**config.mk**
```make
export PLATFORM = sky130hd
export DESIGN_NAME = mdu_sequencer
export DESIGN_NICKNAME = d
export VERILOG_FILES = /design/src/rtl/mdu_pkg.sv /design/src/rtl/mdu_iter_datapath.sv /design/src/rtl/mdu_sequencer.sv
export SDC_FILE = /design/constraint.sdc
export NUM_CORES = 1
export LEC_CHECK = 0
export ABC_CLOCK_PERIOD_IN_PS = 13200
export BUFFER_PORTS_ARGS = -buffer_cell sky130_fd_sc_hd__buf_2
export CAP_MARGIN = 5
export CELL_PAD_IN_SITES_DETAIL_PLACEMENT = 0
export CELL_PAD_IN_SITES_GLOBAL_PLACEMENT = 2
export CORE_MARGIN = 4
export CORE_UTILIZATION = 25
export CTS_CLUSTER_DIAMETER = 80
export DETAILED_ROUTE_END_ITERATION = 10
export PLACE_DENSITY = 0.6
export SYNTH_ARGS = -nofsm -noshare
export SYNTH_HDL_FRONTEND = slang
export SYNTH_SLANG_ARGS = --single-unit
```
**constraint.sdc**
```tcl
create_clock -name clk -period 13.2 [get_ports clk]
set_input_delay 2.64 -clock clk [delete_from_list [all_inputs] [get_ports clk]]
set_output_delay 2.64 -clock clk [all_outputs]
set_load 0.02 [all_outputs]
```
**src/rtl/mdu_pkg.sv**
```systemverilog
// Shared types and constants for the iterative RV32M multiply/divide unit.
package mdu_pkg;

    localparam int XLEN      = 32;
    localparam int MDU_ITERS = 32;

    localparam logic [31:0] DIV_BY_ZERO_Q = '1;
    localparam logic [31:0] INT_MIN       = 32'h8000_0000;

    typedef enum logic [2:0] {
        OP_MUL    = 3'b000,
        OP_MULH   = 3'b001,
        OP_MULHSU = 3'b010,
        OP_MULHU  = 3'b011,
        OP_DIV    = 3'b100,
        OP_DIVU   = 3'b101,
        OP_REM    = 3'b110,
        OP_REMU   = 3'b111
    } mdu_op_e;

    typedef enum logic [1:0] {
        S_IDLE,
        S_CALC,
        S_FIXUP,
        S_DONE
    } mdu_state_e;

    function automatic logic rs1_signed(mdu_op_e o);
        return o inside {OP_MUL, OP_MULH, OP_MULHSU, OP_DIV, OP_REM};
    endfunction

    function automatic logic rs2_signed(mdu_op_e o);
        return o inside {OP_MUL, OP_MULH, OP_DIV, OP_REM};
    endfunction

endpackage

```
**src/rtl/mdu_iter_datapath.sv**
```systemverilog
// Shared shift-add multiply / restoring divide datapath, one iteration per step.
module mdu_iter_datapath #(
    parameter int XLEN = 32
) (
    input  logic              clk,
    input  logic              reset,
    input  logic              load,
    input  logic              step,
    input  logic              is_div,
    input  logic [XLEN-1:0]   lo_in,
    input  logic [XLEN-1:0]   m_in,
    output logic [2*XLEN-1:0] prod,
    output logic [XLEN-1:0]   quot,
    output logic [XLEN-1:0]   rem
);

    // Upper half: accumulator / partial remainder.
    // Lower half: multiplier / dividend shifting into quotient.
    logic [2*XLEN-1:0] acc;
    logic [XLEN-1:0]   m_q;
    logic [XLEN:0]     sum;
    logic [XLEN:0]     shifted;
    logic [XLEN:0]     trial;
    logic              ge;

    always_comb begin
        sum     = {1'b0, acc[2*XLEN-1:XLEN]}
                + (acc[0] ? {1'b0, m_q} : '0);
        shifted = {acc[2*XLEN-1:XLEN], acc[XLEN-1]};
        trial   = shifted - {1'b0, m_q};
        // Partial remainder stays below 2*divisor, so bit XLEN is the borrow.
        ge      = ~trial[XLEN];
    end

    always_ff @(posedge clk or posedge reset) begin
        if (reset) begin
            acc <= '0;
            m_q <= '0;
        end else if (load) begin
            acc <= {{XLEN{1'b0}}, lo_in};
            m_q <= m_in;
        end else if (step) begin
            if (is_div) begin
                acc <= {ge ? trial[XLEN-1:0] : shifted[XLEN-1:0],
                        acc[XLEN-2:0], ge};
            end else begin
                acc <= {sum, acc[XLEN-1:1]};
            end
        end
    end

    assign prod = acc;
    assign quot = acc[XLEN-1:0];
    assign rem  = acc[2*XLEN-1:XLEN];

endmodule

```
**src/rtl/mdu_sequencer.sv**
```systemverilog
// RV32M sequencer: FSM, sign handling, fast paths and result fixup
// around the shared iterative datapath.
module mdu_sequencer #(
    parameter int XLEN = 32
) (
    input  logic            clk,
    input  logic            reset,
    input  logic            start,
    input  logic [2:0]      op,
    input  logic [XLEN-1:0] rs1,
    input  logic [XLEN-1:0] rs2,
    input  logic            flush,
    output logic            stall_req,
    output logic            busy,
    output logic            done,
    output logic [XLEN-1:0] result
);

    import mdu_pkg::*;

    mdu_state_e state, state_nx;
    mdu_op_e    op_in, op_q;
    logic       neg_res_q, neg_rem_q;
    logic [4:0] cnt;

    logic            neg1, neg2;
    logic [XLEN-1:0] mag1, mag2;
    logic            accept, load, step;
    logic            div_zero, div_ovf, fast;
    logic [XLEN-1:0] fast_val, fix_val;
    logic [XLEN-1:0] dp_lo, dp_m;

    logic [2*XLEN-1:0] prod, prod_s;
    logic [XLEN-1:0]   quot, rem, quot_s, rem_s;

    assign op_in = mdu_op_e'(op);
    assign neg1  = rs1_signed(op_in) & rs1[XLEN-1];
    assign neg2  = rs2_signed(op_in) & rs2[XLEN-1];
    assign mag1  = neg1 ? -rs1 : rs1;
    assign mag2  = neg2 ? -rs2 : rs2;

    assign accept   = (state == S_IDLE) & start & ~flush;
    assign div_zero = op[2] & (rs2 == '0);
    assign div_ovf  = (op_in == OP_DIV || op_in == OP_REM)
                    & (rs1 == INT_MIN) & (rs2 == '1);
    assign fast     = div_zero | div_ovf;
    assign load     = accept & ~fast;
    assign step     = (state == S_CALC);

    always_comb begin
        fast_val = '0;
        unique case (1'b1)
            div_zero & ~op[1]: fast_val = DIV_BY_ZERO_Q;
            div_zero &  op[1]: fast_val = rs1;
            ~div_zero & ~op[1]: fast_val = INT_MIN;
            default:           fast_val = '0;
        endcase
    end

    // Multiply streams the multiplier through the low half.
    assign dp_lo = op[2] ? mag1 : mag2;
    assign dp_m  = op[2] ? mag2 : mag1;

    mdu_iter_datapath #(.XLEN(XLEN)) u_dp (
        .clk    (clk),
        .reset  (reset),
        .load   (load),
        .step   (step),
        .is_div (op_q[2]),
        .lo_in  (dp_lo),
        .m_in   (dp_m),
        .prod   (prod),
        .quot   (quot),
        .rem    (rem)
    );

    assign prod_s = neg_res_q ? -prod : prod;
    assign quot_s = neg_res_q ? -quot : quot;
    assign rem_s  = neg_rem_q ? -rem  : rem;

    always_comb begin
        fix_val = rem_s;
        case (op_q)
            OP_MUL:                       fix_val = prod_s[XLEN-1:0];
            OP_MULH, OP_MULHSU, OP_MULHU: fix_val = prod_s[2*XLEN-1:XLEN];
            OP_DIV, OP_DIVU:              fix_val = quot_s;
            default:                      fix_val = rem_s;
        endcase
    end

    always_comb begin
        state_nx = state;
        unique case (state)
            S_IDLE:  if (accept) state_nx = fast ? S_DONE : S_CALC;
            S_CALC:  if (cnt == 5'(MDU_ITERS - 1)) state_nx = S_FIXUP;
            S_FIXUP: state_nx = S_DONE;
            S_DONE:  state_nx = S_IDLE;
            default: state_nx = S_IDLE;
        endcase
        if (flush) state_nx = S_IDLE;
    end

    always_ff @(posedge clk or posedge reset) begin
        if (reset) state <= S_IDLE;
        else       state <= state_nx;
    end

    always_ff @(posedge clk or posedge reset) begin
        if (reset) begin
            op_q      <= OP_MUL;
            neg_res_q <= 1'b0;
            neg_rem_q <= 1'b0;
            cnt       <= '0;
            result    <= '0;
        end else begin
            if (load) begin
                op_q      <= op_in;
                neg_res_q <= neg1 ^ neg2;
                neg_rem_q <= neg1;
                cnt       <= '0;
            end else if (state == S_CALC) begin
                cnt <= cnt + 5'd1;
            end
            if (accept & fast) begin
                result <= fast_val;
            end else if ((state == S_FIXUP) & ~flush) begin
                result <= fix_val;
            end
        end
    end

    assign busy      = (state != S_IDLE);
    assign done      = (state == S_DONE);
    assign stall_req = accept | (state == S_CALC) | (state == S_FIXUP);

endmodule

```
=== Yosys cells after proc, flatten, opt, wreduce, memory -nomap -nowiden ===
Index checks and enable logic that the tools add are counted.
Widths: inputs -> output; s select.

* Output and inout bits: 35
* Register bits after elaboration: 140

* Eq/ne operators: 17
* Multiplexer cells: 23
* Reductions and logical operators: 13
* Add/subtract/negate cells: 8
* Bitwise gates (word level): 22

{| class="wikitable"
|+ Operators by type and width
! kind !! number
|-
| $mux 32 || 10
|-
| $mux 64 || 4
|-
| $pmux 32 s3 || 2
|-
| $neg 32->32 || 4
|-
| $eq 32x32->1 const B || 2
|-
| $neg 64->64 || 1
|-
| $add 32x33->33 || 1
|-
| $sub 33x32->33 || 1
|-
| $logic_not 32->1 || 1
|-
| $and 1x1->1 || 13
|-
| $eq 3x3->1 const B || 4
|-
| $mux 5 || 2
|-
| $eq 3x2->1 const B || 3
|-
| $mux 2 || 4
|-
| $pmux 2 s4 || 1
|-
| $eq 3x1->1 const B || 2
|-
| $logic_not 3->1 || 2
|-
| $reduce_bool 2->1 || 3
|-
| $add 5x1->5 const B || 1
|-
| $eq 5x5->1 const B || 1
|-
| $not 1->1 || 5
|-
| $reduce_bool 5->1 || 1
|-
| $eq 2x2->1 const B || 2
|-
| $reduce_bool 4->1 || 1
|-
| 10 further kinds || 12
|}

=== Depth between registers and ports, before layout ===
Gate-level depths: netlist (run 1).

* Depth after elaboration: 9
* Mapped depth: 16
* Gate-level depth less buffers: 14

=== By module ===
From an unflattened synthesis (run 1), not the netlist that was laid out.

* Cell total of the unflattened synthesis: 2,304
* Area total of the unflattened synthesis: 17,256.6 um^2

{| class="wikitable"
|+ By module, submodules not included
! module !! sequential area each (um^2) !! times used !! area an instance (um^2) !! cells each
|-
| mdu_iter_datapath || 2,402.3 || 1 || 8,859.7 || 1,108
|-
| mdu_sequencer || 1,101.1 || 1 || 8,396.8 || 1,196
|}

=== Worst setup path before layout (run 1) ===
No wires, ideal clock.

* Kind: input port to output port
* Start point: input port start
* End point: output port stall_req
* Cell stages on the path: 2
* Arrival time: 3.181 ns
* Path buffers: 0
* Setup slack: 7.379 ns
* Path through: nor3b_1 > or3_1

* Word-level cells in the longest chain between the ends: 4

{| class="wikitable"
|+ RTL lines
! element !! line !! RTL
|-
| start: declaration || mdu_sequencer.sv:8 || <nowiki>input logic start,</nowiki>
|-
| $and 1x1->1 (2 in series) || mdu_sequencer.sv:42 || <nowiki>assign accept = (state == S_IDLE) & start & ~flush;</nowiki>
|-
| $or 1x1->1 (2 in series) || mdu_sequencer.sv:134 || <nowiki>assign stall_req = accept | (state == S_CALC) | (state == S_FIXUP);</nowiki>
|-
| end: declaration || mdu_sequencer.sv:13 || <nowiki>output logic stall_req,</nowiki>
|}

No other way between the ends.

=== Worst setup path after layout (run 1) ===
* Start point: input port rs1[16]
* End point: register u_dp.acc[45] (netlist: u_dp.prod[45])

* Word-level cells in the longest chain between the ends: 7
* Elaborated cells on any way between the ends: 8

{| class="wikitable"
|+ RTL lines
! element !! line !! RTL
|-
| start: declaration || mdu_sequencer.sv:10 || <nowiki>input logic [XLEN-1:0] rs1,</nowiki>
|-
| $eq 32x32->1 * || mdu_sequencer.sv:45 || <nowiki>& (rs1 == INT_MIN) & (rs2 == '1);</nowiki>
|-
| $and 1x1->1 * (2 in series) || mdu_sequencer.sv:45 ||
|-
| $or 1x1->1 * || mdu_sequencer.sv:46 || <nowiki>assign fast = div_zero | div_ovf;</nowiki>
|-
| $not 1->1 * || mdu_sequencer.sv:47 || <nowiki>assign load = accept & ~fast;</nowiki>
|-
| $and 1x1->1 * || mdu_sequencer.sv:47 ||
|-
| $mux 64 or $reduce_bool 2->1 (tied branches) || -- ||
|-
| end signal: assignment || mdu_iter_datapath.sv:40 || <nowiki>acc <= {{XLEN{1'b0}}, lo_in};</nowiki>
|-
| end signal: assignment || mdu_iter_datapath.sv:44 || <nowiki>acc <= {ge ? trial[XLEN-1:0] : shifted[XLEN-1:0],</nowiki>
|-
| end signal: assignment || mdu_iter_datapath.sv:47 || <nowiki>acc <= {sum, acc[XLEN-1:1]};</nowiki>
|-
| end: declaration || mdu_iter_datapath.sv:19 || <nowiki>logic [2*XLEN-1:0] acc;</nowiki>
|}

Every way passes the cells marked *; elsewhere a longest branch is shown, timed or not.
A chain may end at the register's enable or synchronous reset.

==> results of run 1 <==
==> worst paths after layout <==
check	from	to	depth (start not counted)
max in group asynchronous	reset	result[14]	3
worst min register to register	u_dp.m_q[9]	u_dp.m_q[9]	2
worst max-delay path	rs1[16]	u_dp.prod[45]	11
min in group asynchronous	reset	u_dp.prod[48]	2
worst min-delay path	u_dp.m_q[9]	u_dp.m_q[9]	2
worst max register to register	u_dp.prod[32]	u_dp.prod[55]	13
==> critical path, stage by stage <==
cell and delay (ns):
buf_2 0.14, or4_1 0.60, nor3_1 0.39, nand4_1 0.30, o21ai_1 0.72, or2_2 0.23
buf_4 0.51, nand2_1 0.52, nor2_1 0.41, nand2_1 0.10, o211ai_1 0.10
==> where the power goes <==
group,switching (uW),internal (uW)
Clock,211,301
Combinational,1560,978
Sequential,333,600
Total,2100,1880
==> cell families (layout without fill, tap and decap cells) <==
group / Yosys count / count (layout)
fa+ha+maj: 78 / 78
compound gates: 687 / 687
mux: 70 / 70
simple gates: 603 / 603
flops: 140 / 140
xor+xnor: 178 / 178
buf+inv: 206 / 239
==> registers in the layout (all words and copies together), names as in the netlist <==
name / count
op_q: 3
cnt: 5
state: 2
neg_res_q: 1
u_dp.m_q: 32
result: 32
neg_rem_q: 1
u_dp.prod: 64
==> metal layers <==
metal	track usage, %	share of wire (%)
met3	2.595	4.0
met2	34.87	47
met1	29.66	47
met4	5.435	2.2
met5	0	0
==> cell usage after synthesis, types with 10 or more instances <==
master | instances | area share [%]
a211oi_1 | 23 | 1.2
a21o_1 | 27 | 1.4
a21oi_1 | 173 | 5.9
a31oi_1 | 17 | 0.73
and2_1 | 10 | 0.43
and3_1 | 12 | 0.51
clkbuf_1 | 118 | 3.0
dfrtp_1 | 140 | 24
ha_1 | 76 | 6.5
inv_1 | 75 | 1.9
mux2_2 | 14 | 1.1
mux2i_1 | 56 | 3.8
nand2_1 | 183 | 4.7
nand3_1 | 24 | 0.82
nand4_1 | 18 | 0.77
nor2_1 | 201 | 5.2
nor2b_1 | 14 | 0.60
nor3_1 | 44 | 1.5
nor4_1 | 17 | 0.73
o211ai_1 | 52 | 2.7
o21a_1 | 19 | 0.98
o21ai_0 | 227 | 7.8
o22ai_1 | 18 | 0.77
o31ai_1 | 31 | 1.6
o41ai_1 | 11 | 0.66
or3_1 | 29 | 1.2
or4_1 | 11 | 0.56
xnor2_1 | 89 | 5.3
xor2_1 | 89 | 5.3
==> through the flow <==
step | area [um2] | total power [uW] | std cells | utilization [%]
after floorplan | 14620 | 2625 | 1962 | -
after global placement | 15830 | 3466 | 2728 | 27.39
after detailed placement | 15830 | 3456 | 2728 | 27.39
after CTS | 16420 | 3990 | 2760 | 28.41
after global routing | 16420 | 4289 | 2760 | 28.41
final | 16420 | 3982 | 2760 | 28.41
==> final cells by class <==
type,count,area share (%)
clock inverter,12,0.8838
tap,765,5.829
clock buffer,20,2.720
multi-input combinational,1616,63.08
inverter,77,1.790
sequential,140,21.34
timing repair buffer,130,4.358
==> flow_summary.ini, run 1 <==
[logic_synthesis]
synth_top_family_by_area = compound AO/OA/AOI/OAI gates
yosys.area_share.adder_pct = 6.779
synth_ff_type = dfrtp_1
async_reset_ff_share_pct = 100.0
ys_types = 79
yosysSeqAreaShare_pct = 23.96
muxShareOfSynthArea_pct = 4.913
ys_warn_count = 0
synth_edf_count = 0
syn-instance-count = 1962
syn_avg_cell_area_um2 = 7.451
synth.net_count = 2111
synth-simple-area-share_pct = 19.29
synth_compound_area_share_pct = 29.06
ys_ff_latch = 140
synthXorXnorAreaFrac_pct = 10.66
netlist_area_um2 = 14620

[global_routing]
grt_pass1_vias = 14615
grt_max_degree = 111
grt_overflow = 0
grt_pass1_wl_um = 101200
antenna_found_initial = 3
grt.total_usage_pct = 21.25

[min_path]
hp-class = register to register

[placed_design]
post-place-ws_ns = 6.456
port_buffers = 105
post-dp-hpwl_um = 53230
gp_congestion = 0.8765

[routing]
drt_iter0_markers = 1137
wirelength_um = 68190
vias = 15127
drcViolationCount = 0
via_per_inst = 5.481
firstDrtPassIters = 5
wl_per_cell_um = 24.71
antenna_left = 0

[clock_tree]
clockRootBuffer = clkbuf_16
cts_tree = done
cts_buffers = 17
insertion_delay_ns = 0.46
htree_levels = 4
clk_path_buf_depth = 2
clock_sinks = 140
ctsHoldBuffers = 0
post_cts_buffers = 0
path_clk_slew_ns = 0.06
ctsResizeCount = 0

[timing]
finalCritPeriodShare_pct = 47.84
max-slew-margin-rel_pct = 18.24
fin_tns_setup_ns = 0
period_needed_ns = 6.314
maxSlewViolCount = 0
hold_viol_final = 0
finClkSkew_ns = 0.009457
worst_pin_slew_ns = 1.214
timing.hold.ws_ns = 0.4883
fin_ws_ns = 6.886
rsz0062_at_grt = false
fmax_mhz = 158.4
setup_viol = 0

[critical_path]
worst_ep_arrival_time_ns = 6.69
cp_max_fo = 58
startpoint_type = primary input
worstSetupEndpointType = register
worst-setup-path-type = primary input to register
regToRegSetupSlack_ns = 8.35
required_ns = 13.57

[cells_and_area]
n_antenna_cell = 0
final-seq-area_um2 = 3505
fill_cells = 6398
multi_input_area_um2 = 10360
layout_commonest_cell = o21ai_0
layout.nets = 2131
drive_above_1_share_pct = 10.43
syn2layout_area_growth_pct = 12.33
final_cell_mix = o21ai_0, nor2_1, nand2_1

[floorplanning]
fp.dieArea_um2 = 62410
rows = 88
ios = 106
die_w_um = 249.8
die_y_um = 249.8
core_um2 = 57810
initial_utilization_pct = 25.29

[power_and_ir_drop]
leakage_uw = 0.006816
power.density_nw_per_um2 = 242.5
vdd_drop_max_mv = 0.2743

[flow_run]
maxCapViolCount = 0

[outcome]
status = completed
Note: power is estimated with default switching activity, not from simulation.
==> run 2, diff against run 1 <==
Settings changed: ABC_CLOCK_PERIOD_IN_PS 13200 to 5900.
Clock period 13.2 ns to 5.9 ns, I/O delays scaled along.
==> flow_summary.ini, run 2 (synthesis gave the netlist of run 1 again) <==
[clock_tree]
post_cts_buffers = 0
clockRootBuffer = clkbuf_16
clk_path_buf_depth = 2
cts_tree = done
path_clk_slew_ns = 0.07
htree_levels = 4
cts_buffers = 17
insertion_delay_ns = 0.47
clock_sinks = 140
ctsResizeCount = 0
ctsHoldBuffers = 0

[cells_and_area]
final_cells = 2769
fill_cells = 6423
syn2layout_area_growth_pct = 12.65
final_cell_mix = o21ai_0, nor2_1, nand2_1
layout.nets = 2139
largest_reg_flops = 64
layout_commonest_cell = o21ai_0
drive_above_1_share_pct = 10.73

[timing]
maxSlewViolCount = 0
fmax_mhz = 212.3
worst_pin_slew_ns = 1.279
finClkSkew_ns = 0.02052
rsz0062_at_grt = false
setup_viol = 0
hold_viol_final = 0
finalCritPeriodShare_pct = 79.84
fin_tns_setup_ns = 0
period_needed_ns = 4.710
max-slew-margin-rel_pct = 14.74

[floorplanning]
core_um2 = 57810
die_w_um = 249.8
ios = 106
initial_utilization_pct = 25.29
fp.dieArea_um2 = 62410
rows = 88
die_y_um = 249.8

[critical_path]
cp_max_fo = 29
required_ns = 6.24
worstSetupEndpointType = register
regToRegSetupSlack_ns = 1.19
startpoint_type = register
worst-setup-path-type = register to register
worst_ep_arrival_time_ns = 5.05

[routing]
antenna_left = 0
firstDrtPassIters = 6
wl_per_cell_um = 24.64
wirelength_um = 68240
vias = 15062
drt_iter0_markers = 1237
drcViolationCount = 0
via_per_inst = 5.440

[flow_run]
maxCapViolCount = 0

[global_routing]
grt_max_degree = 102
grt_pass1_wl_um = 100800
grt_overflow = 0
antenna_found_initial = 1
grt.total_usage_pct = 21.31
grt_pass1_vias = 14549

[power_and_ir_drop]
vdd_drop_max_mv = 0.2254
p_sw_uw = 4735
pwr-share-clk_pct = 12.5
seq_power_share_pct = 22.5
power.density_nw_per_um2 = 542.4
swShare_pct = 53.01
combPwrFrac_pct = 65.1
leakage_uw = 0.006828
internal_power_uw = 4197

[outcome]
status = completed

[placed_design]
dp_cells = 2736
port_buffers = 105
post-dp-hpwl_um = 53780
gp_congestion = 0.8813

[min_path]
hp-class = register to register
## run 2: cell count changes in the layout (fill, tap and decap cells not counted), sizes merged
cell      change
buf           +8
bufinv        -1
clkinv        -4
clkinvlp      +3
diode         +1
inv           +2
## run 2: layout make-up
cell class	count	area, um2	area share, %
tap	765	957.2	5.812
clock buffer	20	436.7	2.652
multi-input combinational	1616	10360	62.90
timing repair buffer	138	775.7	4.711
antenna	1	2.502	0.01520
inverter	77	294.0	1.785
clock inverter	12	138.9	0.8433
sequential	140	3505	21.28
## run 2: worst max-delay path, cell delays in order (launching register included)
cell and delay [ns]:
dfrtp_1 0.47, inv_1 0.16, buf_4 0.36, nor2_1 0.08
ha_1 0.35, o21a_1 0.21, o31a_1 0.13, o41ai_1 0.72
o21ai_0 0.44, a32oi_1 0.52, o31ai_1 0.21, a31oi_1 0.29
o21bai_1 0.11, a211o_1 0.29, a32o_1 0.23
## run 2: path summary, 6_finish.rpt
kind,start,end,cells after the start
setup / recovery,u_dp.prod[0],u_dp.prod[63],14
max in group asynchronous,reset,u_dp.prod[31],3
min in group asynchronous,reset,u_dp.prod[46],2
setup reg to reg,u_dp.prod[0],u_dp.prod[63],14
hold / removal,u_dp.m_q[24],u_dp.m_q[24],2
hold reg to reg,u_dp.m_q[24],u_dp.m_q[24],2
## run 2: metrics by stage
step	instance area, um2	hold slack (ns)	utilization [%]	worst slack [ns]	power (uW)
after CTS	16470	0.4864	28.48	1.195	8927
after floorplan	14620	0.4498	-	0.9671	5872
after global routing	16470	0.5196	28.48	0.8756	9632
after global placement	15890	0.4653	27.49	1.198	7801
final	16470	0.4806	28.49	1.190	8932
after detailed placement	15890	0.4720	27.49	1.228	7755
## run 2: layer usage
layer  wire length, um  GRT usage [%]
met1             32580          30.24
met2             30640          33.53
met3              2961          2.751
met4              2062          6.965
met5                 0              0
## run 2: power by group through the flow
stage                     registers (uW)  logic (uW)  clock network (uW)
after floorplan                     1770        4110                   0
after global placement              2000        5800                   0
after detailed placement            2000        5750                   0
after CTS                           1990        5790                1150
after global routing                2060        6400                1170
final                               2010        5810                1110
==> run 3, diff against run 2 <==
Settings changed: ABC_CLOCK_PERIOD_IN_PS 5900 to 4580.
Clock period 5.9 ns to 4.58 ns, I/O delays scaled along.
==> flow_summary.ini, run 3 (synthesis gave the netlist of run 1 again) <==
[cells_and_area]
drive_above_1_share_pct = 11.93
multi_input_area_um2 = 10360
largest_reg_flops = 64
final_cell_mix = o21ai_0, nor2_1, nand2_1
layout_commonest_cell = o21ai_0
syn2layout_area_growth_pct = 14.19
final-seq-area_um2 = 3505
fill_cells = 6360
layout.nets = 2166

[floorplanning]
die_y_um = 249.8
fp.dieArea_um2 = 62410
initial_utilization_pct = 25.29
die_w_um = 249.8
ios = 106
core_um2 = 57810
rows = 88

[critical_path]
regToRegSetupSlack_ns = 0.54
required_ns = 4.93
startpoint_type = register
worst_ep_arrival_time_ns = 4.39
cp-endpoint = result[28]
worst-setup-path-type = register to register
startpoint = u_dp.prod[32]
cp_max_fo = 9
reg2reg_depth = 11
reg2reg_to = result[28]
worstSetupEndpointType = register
r2r_start = u_dp.prod[32]

[routing]
antenna_left = 0
drcViolationCount = 0
firstDrtPassIters = 7
drt_iter0_markers = 1213
wl_per_cell_um = 24.70
vias = 15170
via_per_inst = 5.424
wirelength_um = 69090

[power_and_ir_drop]
vdd_drop_max_mv = 0.3437
leakage_uw = 0.006966
power.density_nw_per_um2 = 699.8

[placed_design]
gp_congestion = 0.8901
post-dp-hpwl_um = 54160
port_buffers = 105

[clock_tree]
cts_buffers = 17
clockRootBuffer = clkbuf_16
ctsResizeCount = 0
ctsHoldBuffers = 0
insertion_delay_ns = 0.49
htree_levels = 4
cts_tree = done
clock_sinks = 140
post_cts_buffers = 0
path_clk_slew_ns = 0.07
clk_path_buf_depth = 2

[global_routing]
grt_overflow = 0
grt_max_degree = 119
grt.total_usage_pct = 21.57
antenna_found_initial = 1
grt_pass1_wl_um = 101500
grt_pass1_vias = 14420

[timing]
max-slew-margin-rel_pct = 31.24
finalCritPeriodShare_pct = 88.27
timing.hold.ws_ns = 0.5024
worst_pin_slew_ns = 1.030
period_needed_ns = 4.043
finClkSkew_ns = 0.01283
setup_viol = 0
hold_viol_final = 0
maxSlewViolCount = 0
fin_tns_setup_ns = 0
rsz0062_at_grt = false
fmax_mhz = 247.4

[flow_run]
maxCapViolCount = 0

[min_path]
hp-class = register to register

[outcome]
status = completed
[run 3: cell types whose count changed in the layout (fill, tap and decap cells not counted)]
cell,previous run,this run
nor2_1,199,200
inv_6,4,3
clkbuf_1,3,1
bufinv_16,2,1
clkbuf_8,0,1
clkinvlp_4,4,6
diode_2,1,3
buf_4,34,58
nor2_2,1,0
buf_12,0,3
[run 3: layout make-up]
type                    instances  share of cell area [%]
clock buffers                  19                   2.653
flip-flops and latches        140                   20.99
clock inverters                12                  0.6970
diodes                          3                 0.04497
inverters                      77                   1.754
well taps                     765                   5.734
repair buffers                165                   6.086
multi-input cells            1616                   62.04
[run 3: worst min-delay path by stage]
stage | start | end | slack (ns) | depth (start not counted)
finish | u_dp.m_q[14] | u_dp.m_q[14] | 0.50 | 2
global route | u_dp.m_q[14] | u_dp.m_q[14] | 0.52 | 2
floorplan | u_dp.m_q[14] | u_dp.m_q[14] | 0.45 | 2
global placement | u_dp.m_q[9] | u_dp.m_q[9] | 0.47 | 2
detailed placement | u_dp.m_q[14] | u_dp.m_q[14] | 0.49 | 2
CTS | reset | u_dp.prod[43] | 0.50 | 2
[run 3: through the flow]
stage	cells	area, um2	worst slack [ns]	util [%]	power [uW]
2_1_floorplan	1962	14620	0.9989	-	7565
3_3_place_gp	2763	16130	0.5529	27.90	10220
3_5_place_dp	2763	16130	0.5005	27.90	10170
4_1_cts	2794	16690	0.5356	28.87	11670
5_1_grt	2794	16690	0.1536	28.87	12540
6_report	2797	16690	0.5374	28.88	11680
[run 3: critical path, cell delays in order (launching register included)]
cell       delay [ns]
dfrtp_1          0.50
inv_1            0.27
ha_1             0.27
or3b_1           0.44
or3_1            0.37
nor3_2           0.48
nand2_1          0.19
nor3_1           0.51
or3_1            0.20
o211ai_1         0.09
a2111oi_0        0.47
a21oi_1          0.13
[run 3: where the power goes]
group	total, uW	internal (uW)	switching (uW)
Clock	1430	762	664
Sequential	2530	1730	796
Combinational	7730	2940	4790
[run 3: routing by layer]
metal / up-vias / global-route usage (%) / share of wire [%]
met5: - / 0 / 0
met4: 0 / 4.973 / 1.8
met3: 48 / 2.793 / 4.6
met2: 425 / 34.94 / 46
met1: 7474 / 30.61 / 47
li1: 7223 / - / -
